`src/rtl/axis_pkg.sv`:
```
// Shared AXI-Stream helpers used by the vector<->stream converters.
package axis_pkg;

  typedef enum logic {
    COLLECT = 1'b0,
    DISCARD = 1'b1
  } a2v_state_t;

  // Beat counter width; a single-beat vector still gets a 1-bit counter.
  function automatic int ctr_width(input int ctr_max);
    return (ctr_max == 0) ? 1 : $clog2(ctr_max + 1);
  endfunction

endpackage

```
`src/rtl/axis_to_vector_if.sv`:
```
// AXI-Stream handshake bundle without user/keep signals.
interface axis_to_vector_if #(
  parameter int DATA_W = 8
);
  logic              tready;
  logic              tvalid;
  logic              tlast;
  logic [DATA_W-1:0] tdata;

  modport master (output tvalid, output tlast, output tdata, input tready);
  modport slave  (input tvalid, input tlast, input tdata, output tready);
endinterface

```
`src/rtl/axis_to_vector.sv`:
```
// Collects a fixed-length AXI-Stream packet into one wide register and
// strobes vec_valid on completion; wrong-length packets raise len_err.
module axis_to_vector
  import axis_pkg::*;
#(
  parameter int VEC_BYTES  = 1,
  parameter int AXIS_BYTES = 1,
  parameter int MSB_FIRST  = 0
) (
  input  logic                   clk,
  input  logic                   sresetn,
  axis_to_vector_if.slave        axis,
  output logic [VEC_BYTES*8-1:0] vec,
  output logic                   vec_valid,
  output logic                   len_err
);

  localparam int SLICE_W   = AXIS_BYTES * 8;
  localparam int VEC_W     = VEC_BYTES * 8;
  localparam int CTR_MAX   = VEC_BYTES / AXIS_BYTES - 1;
  localparam int CTR_WIDTH = ctr_width(CTR_MAX);
  localparam logic [CTR_WIDTH-1:0] CTR_TOP  = CTR_WIDTH'(CTR_MAX);
  localparam logic [CTR_WIDTH-1:0] CTR_INIT = (MSB_FIRST != 0) ? CTR_TOP : '0;
  localparam logic [CTR_WIDTH-1:0] CTR_LAST = (MSB_FIRST != 0) ? '0 : CTR_TOP;
  localparam logic [CTR_WIDTH-1:0] CTR_ONE  = CTR_WIDTH'(1);

  generate
    if (AXIS_BYTES < 1 || VEC_BYTES < AXIS_BYTES || (VEC_BYTES % AXIS_BYTES) != 0) begin : g_param_check
      $error("axis_to_vector: VEC_BYTES must be a non-zero multiple of AXIS_BYTES");
    end
  endgenerate

  a2v_state_t           state_q;
  logic [CTR_WIDTH-1:0] ctr_q;
  logic [CTR_WIDTH-1:0] ctr_d;
  logic [VEC_W-1:0]     acc_q;
  logic [VEC_W-1:0]     acc_d;
  logic [VEC_W-1:0]     vec_q;
  logic                 vec_valid_q;
  logic                 len_err_q;
  logic                 beat_acc;
  logic                 at_last;

  // Ready simply follows reset: the sink never stalls the stream.
  assign axis.tready = sresetn;
  assign beat_acc    = axis.tvalid && axis.tready;
  assign at_last     = (ctr_q == CTR_LAST);

  // acc_d is the shadow register with the current beat merged in, so the
  // final beat can be published in the same edge it is accepted.
  always_comb begin
    acc_d = acc_q;
    acc_d[int'(ctr_q)*SLICE_W +: SLICE_W] = axis.tdata;
    ctr_d = (MSB_FIRST != 0) ? (ctr_q - CTR_ONE) : (ctr_q + CTR_ONE);
  end

  always_ff @(posedge clk or negedge sresetn) begin
    if (!sresetn) begin
      state_q     <= COLLECT;
      ctr_q       <= CTR_INIT;
      acc_q       <= '0;
      vec_q       <= '0;
      vec_valid_q <= 1'b0;
      len_err_q   <= 1'b0;
    end else begin
      vec_valid_q <= 1'b0;
      len_err_q   <= 1'b0;
      if (beat_acc) begin
        case (state_q)
          COLLECT: begin
            if (at_last && axis.tlast) begin
              vec_q       <= acc_d;
              vec_valid_q <= 1'b1;
              ctr_q       <= CTR_INIT;
            end else if (axis.tlast) begin
              len_err_q <= 1'b1;
              ctr_q     <= CTR_INIT;
            end else if (at_last) begin
              // Too long: flag now, swallow the rest up to tlast.
              len_err_q <= 1'b1;
              ctr_q     <= CTR_INIT;
              state_q   <= DISCARD;
            end else begin
              acc_q <= acc_d;
              ctr_q <= ctr_d;
            end
          end
          DISCARD: begin
            if (axis.tlast) begin
              state_q <= COLLECT;
            end
          end
          default: state_q <= COLLECT;
        endcase
      end
    end
  end

  assign vec       = vec_q;
  assign vec_valid = vec_valid_q;
  assign len_err   = len_err_q;

endmodule

```
`src/flat_wrapper.sv`:
```
// flat-port wrapper written by rule: the top's interface ports become plain ports
module axis_to_vector_flat import axis_pkg::*;
#(
  parameter int VEC_BYTES  = 1,
  parameter int AXIS_BYTES = 1,
  parameter int MSB_FIRST  = 0
)
  (clk, sresetn, vec, vec_valid, len_err, axis_tvalid, axis_tlast, axis_tdata, axis_tready);
  axis_to_vector_if #(.DATA_W(8)) axis_i ();
  input  logic clk;
  input  logic sresetn;
  output logic [VEC_BYTES*8-1:0] vec;
  output logic vec_valid;
  output logic len_err;
  input wire logic [$bits(axis_i.tvalid)-1:0] axis_tvalid;
  input wire logic [$bits(axis_i.tlast)-1:0] axis_tlast;
  input wire logic [$bits(axis_i.tdata)-1:0] axis_tdata;
  output wire logic [$bits(axis_i.tready)-1:0] axis_tready;
  assign axis_i.tvalid = axis_tvalid;
  assign axis_i.tlast = axis_tlast;
  assign axis_i.tdata = axis_tdata;
  assign axis_tready = axis_i.tready;
  axis_to_vector #(.VEC_BYTES(VEC_BYTES), .AXIS_BYTES(AXIS_BYTES), .MSB_FIRST(MSB_FIRST)) u_core (.clk(clk), .sresetn(sresetn), .axis(axis_i), .vec(vec), .vec_valid(vec_valid), .len_err(len_err));
endmodule
```
`config.mk`:
```
export PLATFORM = sky130hd
export DESIGN_NAME = axis_to_vector_flat
export DESIGN_NICKNAME = d
export VERILOG_FILES = /design/src/rtl/axis_pkg.sv /design/src/rtl/axis_to_vector_if.sv /design/src/rtl/axis_to_vector.sv /design/src/flat_wrapper.sv
export SDC_FILE = /design/constraint.sdc
export NUM_CORES = 1
export LEC_CHECK = 0
export ABC_AREA = 0
export CORE_MARGIN = 1
export CORE_UTILIZATION = 25
export DETAILED_ROUTE_END_ITERATION = 16
export SYNTH_ARGS = -nofsm -noshare
export SYNTH_HDL_FRONTEND = slang
export SYNTH_SLANG_ARGS = --single-unit
```
`constraint.sdc`:
```
create_clock -name clk -period 2.3 [get_ports clk]
set_clock_uncertainty 0.1 [all_clocks]
set_input_delay 0.23 -clock clk [delete_from_list [all_inputs] [get_ports clk]]
set_output_delay 0.23 -clock clk [all_outputs]
set_load 0.02 [all_outputs]
```
After elaboration in Yosys (flattened, before gate mapping)
Index checks and enable logic that the tools add are counted.

Bits in registers: 20. Output and inout port bits: 11.

Add/sub/neg operators: 2. Shift-type cells: 2. Multiplexer cells: 16. Bitwise logic cells: 4. Reductions and logical operators: 5.

Operator list (number): $neg 4->33 (1); $shift 8x33->8 const A (1); $shiftx 8x33->8 (1); $mux 1 (14); $bwmux 8 (1); $reduce_and 5->1 (1); $not 1->1 (4); $reduce_and 3->1 (1); $logic_and 1x1->1 (2); $pmux 1 s2 (1); $reduce_and 2->1 (1); $add 1x1->1 const B (1).

Depth between registers and ports, before layout
Gate-level depths: netlist (run 1).

Depth after elaboration: 5. Gate-level depth with buffers: 2.

Worst setup path after synthesis (run 1)
OpenSTA, ideal clock, no wires.

Kind: register -> register. From: reg u_core.state_q. To: reg u_core.vec_q[0] (netlist: u_core.vec[0]). Arrival: 0.891 ns. Data required time: 2.075 ns. Slack: 1.185 ns. Stages on the path, launching flop included: 3. Buffers on the path: 0. Path through: dfrtp_1 -> nand4b_4 -> mux2_2.

Longest elaborated chain between the ends: 2.

RTL lines: start: declaration (line axis_to_vector.sv:33) `a2v_state_t state_q;`; start signal: assignment (line axis_to_vector.sv:59) `state_q <= COLLECT;`; start signal: assignment (line axis_to_vector.sv:82) `state_q <= DISCARD;`; start signal: assignment (line axis_to_vector.sv:90) `state_q <= COLLECT;`; $not 1->1 (no line); $reduce_and 3->1 (no line); end signal: assignment (line axis_to_vector.sv:62) `vec_q <= '0;`; end signal: assignment (line axis_to_vector.sv:72) `vec_q <= acc_d;`; end: declaration (line axis_to_vector.sv:38) `logic [VEC_W-1:0] vec_q;`.

No other way between the ends. A chain may end at the register's enable or synchronous reset.

Worst setup path in the final report (run 1)
From: in sresetn. To: out axis_tready.

RTL lines: start: declaration (line flat_wrapper.sv:11) `input logic sresetn;`; end: declaration (line flat_wrapper.sv:18) `output wire logic [$bits(axis_i.tready)-1:0] axis_tready;`.

No word-level cell between the ends.

==> metrics.txt, run 1 <==
dominant cells by area after synthesis dfrtp_1 (65%), mux2_2 (21%), nand4b_4 (5.7%); die area 1849 sq um; Post-Place Setup Slack 569.7 ps; Least-Margin Pin Slew 212.5 ps; Filler Cell Count 150; Setup Fix Bufs, Post-CTS 0; CTS root buf clkbuf_4; combinational family with the most area after synthesis multiplexers; syn_area_per_cell between 15 and 20 sq um; syn nets 38; Starting Density 0.2727; vias per cell 4.529; Final Max Tran Viols 0; layout cells sized above 1 0.2500; Total Wirelength 780 microns; Design Area, Final 686.9 sq um; top cell type's share of synthesized area 0.6548; Buffers on Ports 22; worst r2r src u_core.state_q; Post-Synth XOR/XNOR Area 0; Final Net Count 65; Worst EP required 1970 ps; # setup viols final 0; Clock Path Buffers 2; routed length per instance 11.47 microns; cells after synthesis 26; reg2reg setup slack approximately 1100 ps; placed cell areas 660.6 sq um; Synth area leader dfrtp_1; kind of critical path in -> out; Slew headroom 0.8579; largest stage delay on the critical path 600 ps; Leak 0.3064 nW; period utilisation layout 0.7099; CTS clk-pin slew, worst paths 70 ps; crit-path leading delay family buffers and inverters; core area about 1500 sq um; FMAX a little over 0.6 GHz; post-synth cell types 9; crit-path cells clkdlybuf4s50_1, clkdlybuf4s50_1; r2r worst-path depth 2; WP buf/inv 2; number of cell rows 14; Mapped Area 420.4 sq um; Clock Sinks 11; crit start category input pin; largest net degree at the start of global routing 16; drt first-iter violations 4; synthesized flop and latch total 11; hold buffer count at CTS 0; hold_ws 202.1 ps; GRT Resource Usage Total 0.09868; CP arrival between 1000 and 1500 ps; VDD IR max 0.0003124 V; CP Capture Type output port; DRT antenna net count 0; drt drc 0; CTS tree done; # IOs 23; first-pass GRT wire length 1.276 mm; sequential share of the synthesized area 0.6548; Ys Warns 0; complex-gate fraction of the synthesized area 0.02679; status completed; Pwr per Cell Area ~900 nW/um^2; setup TNS 0 ps; RR Endpoint u_core.vec[7]; worst-skew pair later-pin latency around 270 ps; ANT cells 0; Post-Synth Adder-Cell Area 0; vias in the first global route 308; GR Overflow Total 0; max cap viols 0; Post-Synth Simple-Gate Area 0.07738; Placer Congestion 0.6658; area delta synth->final 63.39%; mux contribution to synthesized area 0.2143; # resized after CTS 0; worst hold path class in -> async; antenna violations before repair 0; total CTS buffers 3; final total power roughly 620 uW; H-tree depth 1; Crit-path slowest cell clkdlybuf4s50_1; Chip Width 43.01 microns; post-layout min period 1633 ps; Fin. Hold Viols 0; via count about 300; DRT Pass-1 Iters 4; dpl hpwl ~520 microns; multi-input logic area 133.9 sq um; unrepaired setup endpoints after global routing no; crit-path max FO 2; Die Y 43.01 microns; post-route setup slack approximately 670 ps; FF+latch area about 280 sq um; Crit path top cell by count clkdlybuf4s50_1
[where the power goes]
part	switching (mW)	total (mW)	internal, mW
clock network	0.0646	0.132	0.0671
registers	0.0235	0.263	0.240
logic	0.0955	0.223	0.128
total	0.183	0.619	0.435
[flip-flops by register name, summed over array words and instances, names as in the netlist]
| name | cells |
|---|---|
| u_core.vec | 8 |
| u_core.state_q | 1 |
| u_core.len_err | 1 |
| u_core.vec_valid | 1 |
[worst reg2reg max path: cells and delay by family (launching register included)]
kind             cells  cell delay (ps)
multiplexers         1              320
AND/OR/NAND/NOR      1              270
flip-flops           1              400
[routing by layer]
| metal | GRT usage | part of all wire | up-vias | routed length [microns] |
|---|---|---|---|---|
| li1 | - | - | 142 | - |
| met1 | 0.1120 | 0.42 | 146 | 326 |
| met2 | 0.1364 | 0.47 | 15 | 366 |
| met3 | 0.06809 | 0.087 | 5 | 68 |
| met4 | 0.05455 | 0.024 | 0 | 19 |
| met5 | 0 | 0 | - | 0 |
[worst max-delay path by stage]
stage / depth (start not counted) / slack, ps / to / start
2_1_floorplan: 2 / 1180 / u_core.vec[0] / u_core.state_q
3_3_place_gp: 4 / 590 / u_core.vec[5] / sresetn
3_5_place_dp: 4 / 570 / u_core.vec[1] / sresetn
4_1_cts: 2 / 660 / axis_tready / sresetn
5_1_grt: 2 / 640 / axis_tready / sresetn
6_report: 2 / 670 / axis_tready / sresetn
[cell usage after synthesis]
master,n
dfrtp_1,11
mux2_2,8
a21oi_1,1
a31oi_1,1
buf_4,1
inv_1,1
nand2_1,1
nand4b_4,1
nor3_1,1
[through the flow]
stage,instances,util
final,68,0.4456
after global routing,68,0.4456
after CTS,68,0.4456
after detailed placement,64,0.4286
after global placement,64,0.4286
after floorplan,26,-
[layout make-up]
type                    instances  share of cell area
flip-flops and latches         11              0.4007
clock buffers                   4             0.03825
well taps                      16             0.02914
inverters                       1            0.005464
multi-input cells              13              0.1949
repair buffers                 23              0.3315
[cells by family (layout without fill, tap and decap cells)]
family,after synthesis,after routing
compound gates,2,2
simple gates,3,3
buf+inv,2,28
flops,11,11
mux,8,8
[cell usage in the layout (no fill, tap or decap)]
| cell type | instances |
|---|---|
| nor3_1 | 1 |
| a31oi_1 | 1 |
| nand4b_4 | 1 |
| clkbuf_1 | 1 |
| clkbuf_4 | 3 |
| dfrtp_1 | 11 |
| clkdlybuf4s50_1 | 22 |
| mux2_2 | 8 |
| a21oi_1 | 1 |
| inv_1 | 1 |
| buf_4 | 1 |
| nand2_1 | 1 |
Note: power is estimated with default switching activity, not from simulation.
==> run 2: changes to the inputs <==
==> constraint.sdc (replaced) <==
create_clock -name clk -period 1.6 [get_ports clk]
set_clock_uncertainty 0.1 [all_clocks]
set_input_delay 0.16 -clock clk [delete_from_list [all_inputs] [get_ports clk]]
set_output_delay 0.16 -clock clk [all_outputs]
set_load 0.02 [all_outputs]
==> run 2 against run 1 <==
Against the previous run:
- sequential share of layout area is 0.43 points lower
- wire length fell by 4.2%
- register-to-register slack worse by 680 ps
- global-route usage down 1.0 points
- cell count up 1.5%
- count of clock-buffer cells in the layout unchanged
- total power up 43%
- worst setup slack got worse by 560 ps
- utilization is 0.49 points higher
- critical path type unchanged
- highest routed layer unchanged
==> metrics.txt, run 2 (same netlist as run 1, synthesis figures left out) <==
Die Y 43.01 microns (unchanged); VDD IR max 0.0005208 V (+67%); Cell Count, Final, Fillers Out 69 (+1.5%); Crit-path slowest cell clkdlybuf4s50_1; via count 305 (-0.97%); crit-path leading delay family buffers and inverters; FMAX 0.6689 GHz; metal3 WL 57 microns (-16%); Least-Margin Pin Slew 218.1 ps (+5.532 ps); WP buf/inv 2 (unchanged); Final Core Density 0.4505 (+0.004870); Placed Cells 65 (+1.6%); Buffers on Ports 22 (unchanged); Leak 0.3112 nW (+1.6%); CP arrival 1240 ps (-60 ps); setup TNS 0 ps (unchanged); total CTS buffers 3 (unchanged); Slew headroom 0.8542 (-0.003699); ANT cells 0 (unchanged); CTS tree done; Largest register FFs 8 (unchanged); final total power 884.2 uW (+43%); GR Overflow Total 0 (unchanged); most common cell after layout, fill and taps aside clkdlybuf4s50_1; unrepaired setup endpoints after global routing no; Final Net Count 66 (+1.5%); Pwr per Cell Area 1273 nW/um^2 (+41%); first-pass GRT wire length 1.173 mm (-8.1%); layout cells sized above 1 0.2642 (+0.01415); Chip Width 43.01 microns (unchanged); status completed; Total Wirelength 747 microns (-4.2%); CP Capture Type output port; crit start category input pin; DR top layer met4; dpl hpwl 509.6 microns (-2.3%); routed length per instance 10.83 microns (-5.6%); CTS clk-pin slew, worst paths 70 ps (about the same); drt drc 0 (unchanged); H-tree depth 1 (unchanged); DRT antenna net count 0 (unchanged); worst hold path class in -> async; GRT Resource Usage Total 0.08842 (-0.01026); kind of critical path in -> out; Setup Fix Bufs, Post-CTS 0 (unchanged); antenna violations before repair 0 (unchanged); worst-skew pair later-pin latency 260 ps (about the same); largest stage delay on the critical path 600 ps (about the same); crit-path max FO 2 (unchanged); core area 1541 sq um (unchanged); largest net degree at the start of global routing 15 (-1); vias in the first global route 291 (-5.5%); DRT Pass-1 Iters 1 (-3); crit-path cells clkdlybuf4s50_1, clkdlybuf4s50_1; Fin. Hold Viols 0 (unchanged); hold buffer count at CTS 0 (unchanged); period utilisation layout 0.9344; max cap viols 0 (unchanged); met2 WL 305 microns (-17%); area delta synth->final 65.18%; Placer Congestion 0.6304 (-5.3%); Crit path top cell by count clkdlybuf4s50_1; Final Max Tran Viols 0 (unchanged); post-layout min period between 1000 and 1500 ps; # resized after CTS 0 (unchanged); number of cell rows 14 (unchanged); # IOs 23 (unchanged); vias per cell 4.420 (-2.4%); # setup viols final 0 (unchanged); Clock Path Buffers 2 (unchanged); commonest cells after routing, fill and taps aside clkdlybuf4s50_1 (22), dfrtp_1 (11), mux2_2 (8); Met1 Wirelength 361 microns (+11%); Clock Sinks 11 (unchanged); Worst EP required 1340 ps (-630 ps); drt first-iter violations 0 (-4); Starting Density 0.2727 (unchanged); CTS root buf clkbuf_4; die area 1849 sq um (unchanged)
-- run 2: report_power, final --
part	switching (mW)	internal, mW
registers	0.0326	0.345
clock network	0.0845	0.0963
logic	0.140	0.186
total	0.257	0.627
-- run 2: final cells by class --
class                           count  area, sq um
Tap cell                           16        20.02
Sequential cell                    11        275.3
Fill cell                         161        847.1
Timing Repair Buffer               24        235.2
Multi-Input combinational cell     13        133.9
Clock buffer                        4        26.28
Inverter                            1        3.754
-- run 2: path summary, 6_finish.rpt --
kind	startpoint	endpoint	slack, ps	cells after the start
worst max-delay path	sresetn	axis_tready	100	2
worst min-delay path	sresetn	u_core.vec[6]	240	3
worst max register to register	u_core.state_q	u_core.vec[7]	410	2
worst min register to register	u_core.state_q	u_core.len_err	360	1
max in group asynchronous	sresetn	u_core.vec[2]	1000	3
min in group clk	u_core.state_q	u_core.len_err	360	1
-- run 2: per-stage QoR --
stage          worst slack (ps)  area (sq um)  hold slack, ps
4_1_cts                   99.60         694.4           245.8
5_1_grt                   71.90         694.4           272.9
2_1_floorplan             484.6         420.4          -235.6
3_5_place_dp              89.67         668.1           349.6
6_report                  104.9         694.4           244.8
3_3_place_gp              91.26         668.1           343.7
-- run 2: per-layer routing --
layer  GRT usage  vias to the layer above
met1      0.1240                      142
met3     0.02979                        4
met5           0                        -
met2      0.1061                       14
met4     0.07273                        0
li1            -                      145
-- run 2: worst reg2reg max path, stage by stage (launching register included) --
cell	delay, ps
dfrtp_1	390
nand4b_4	260
mux2_2	320
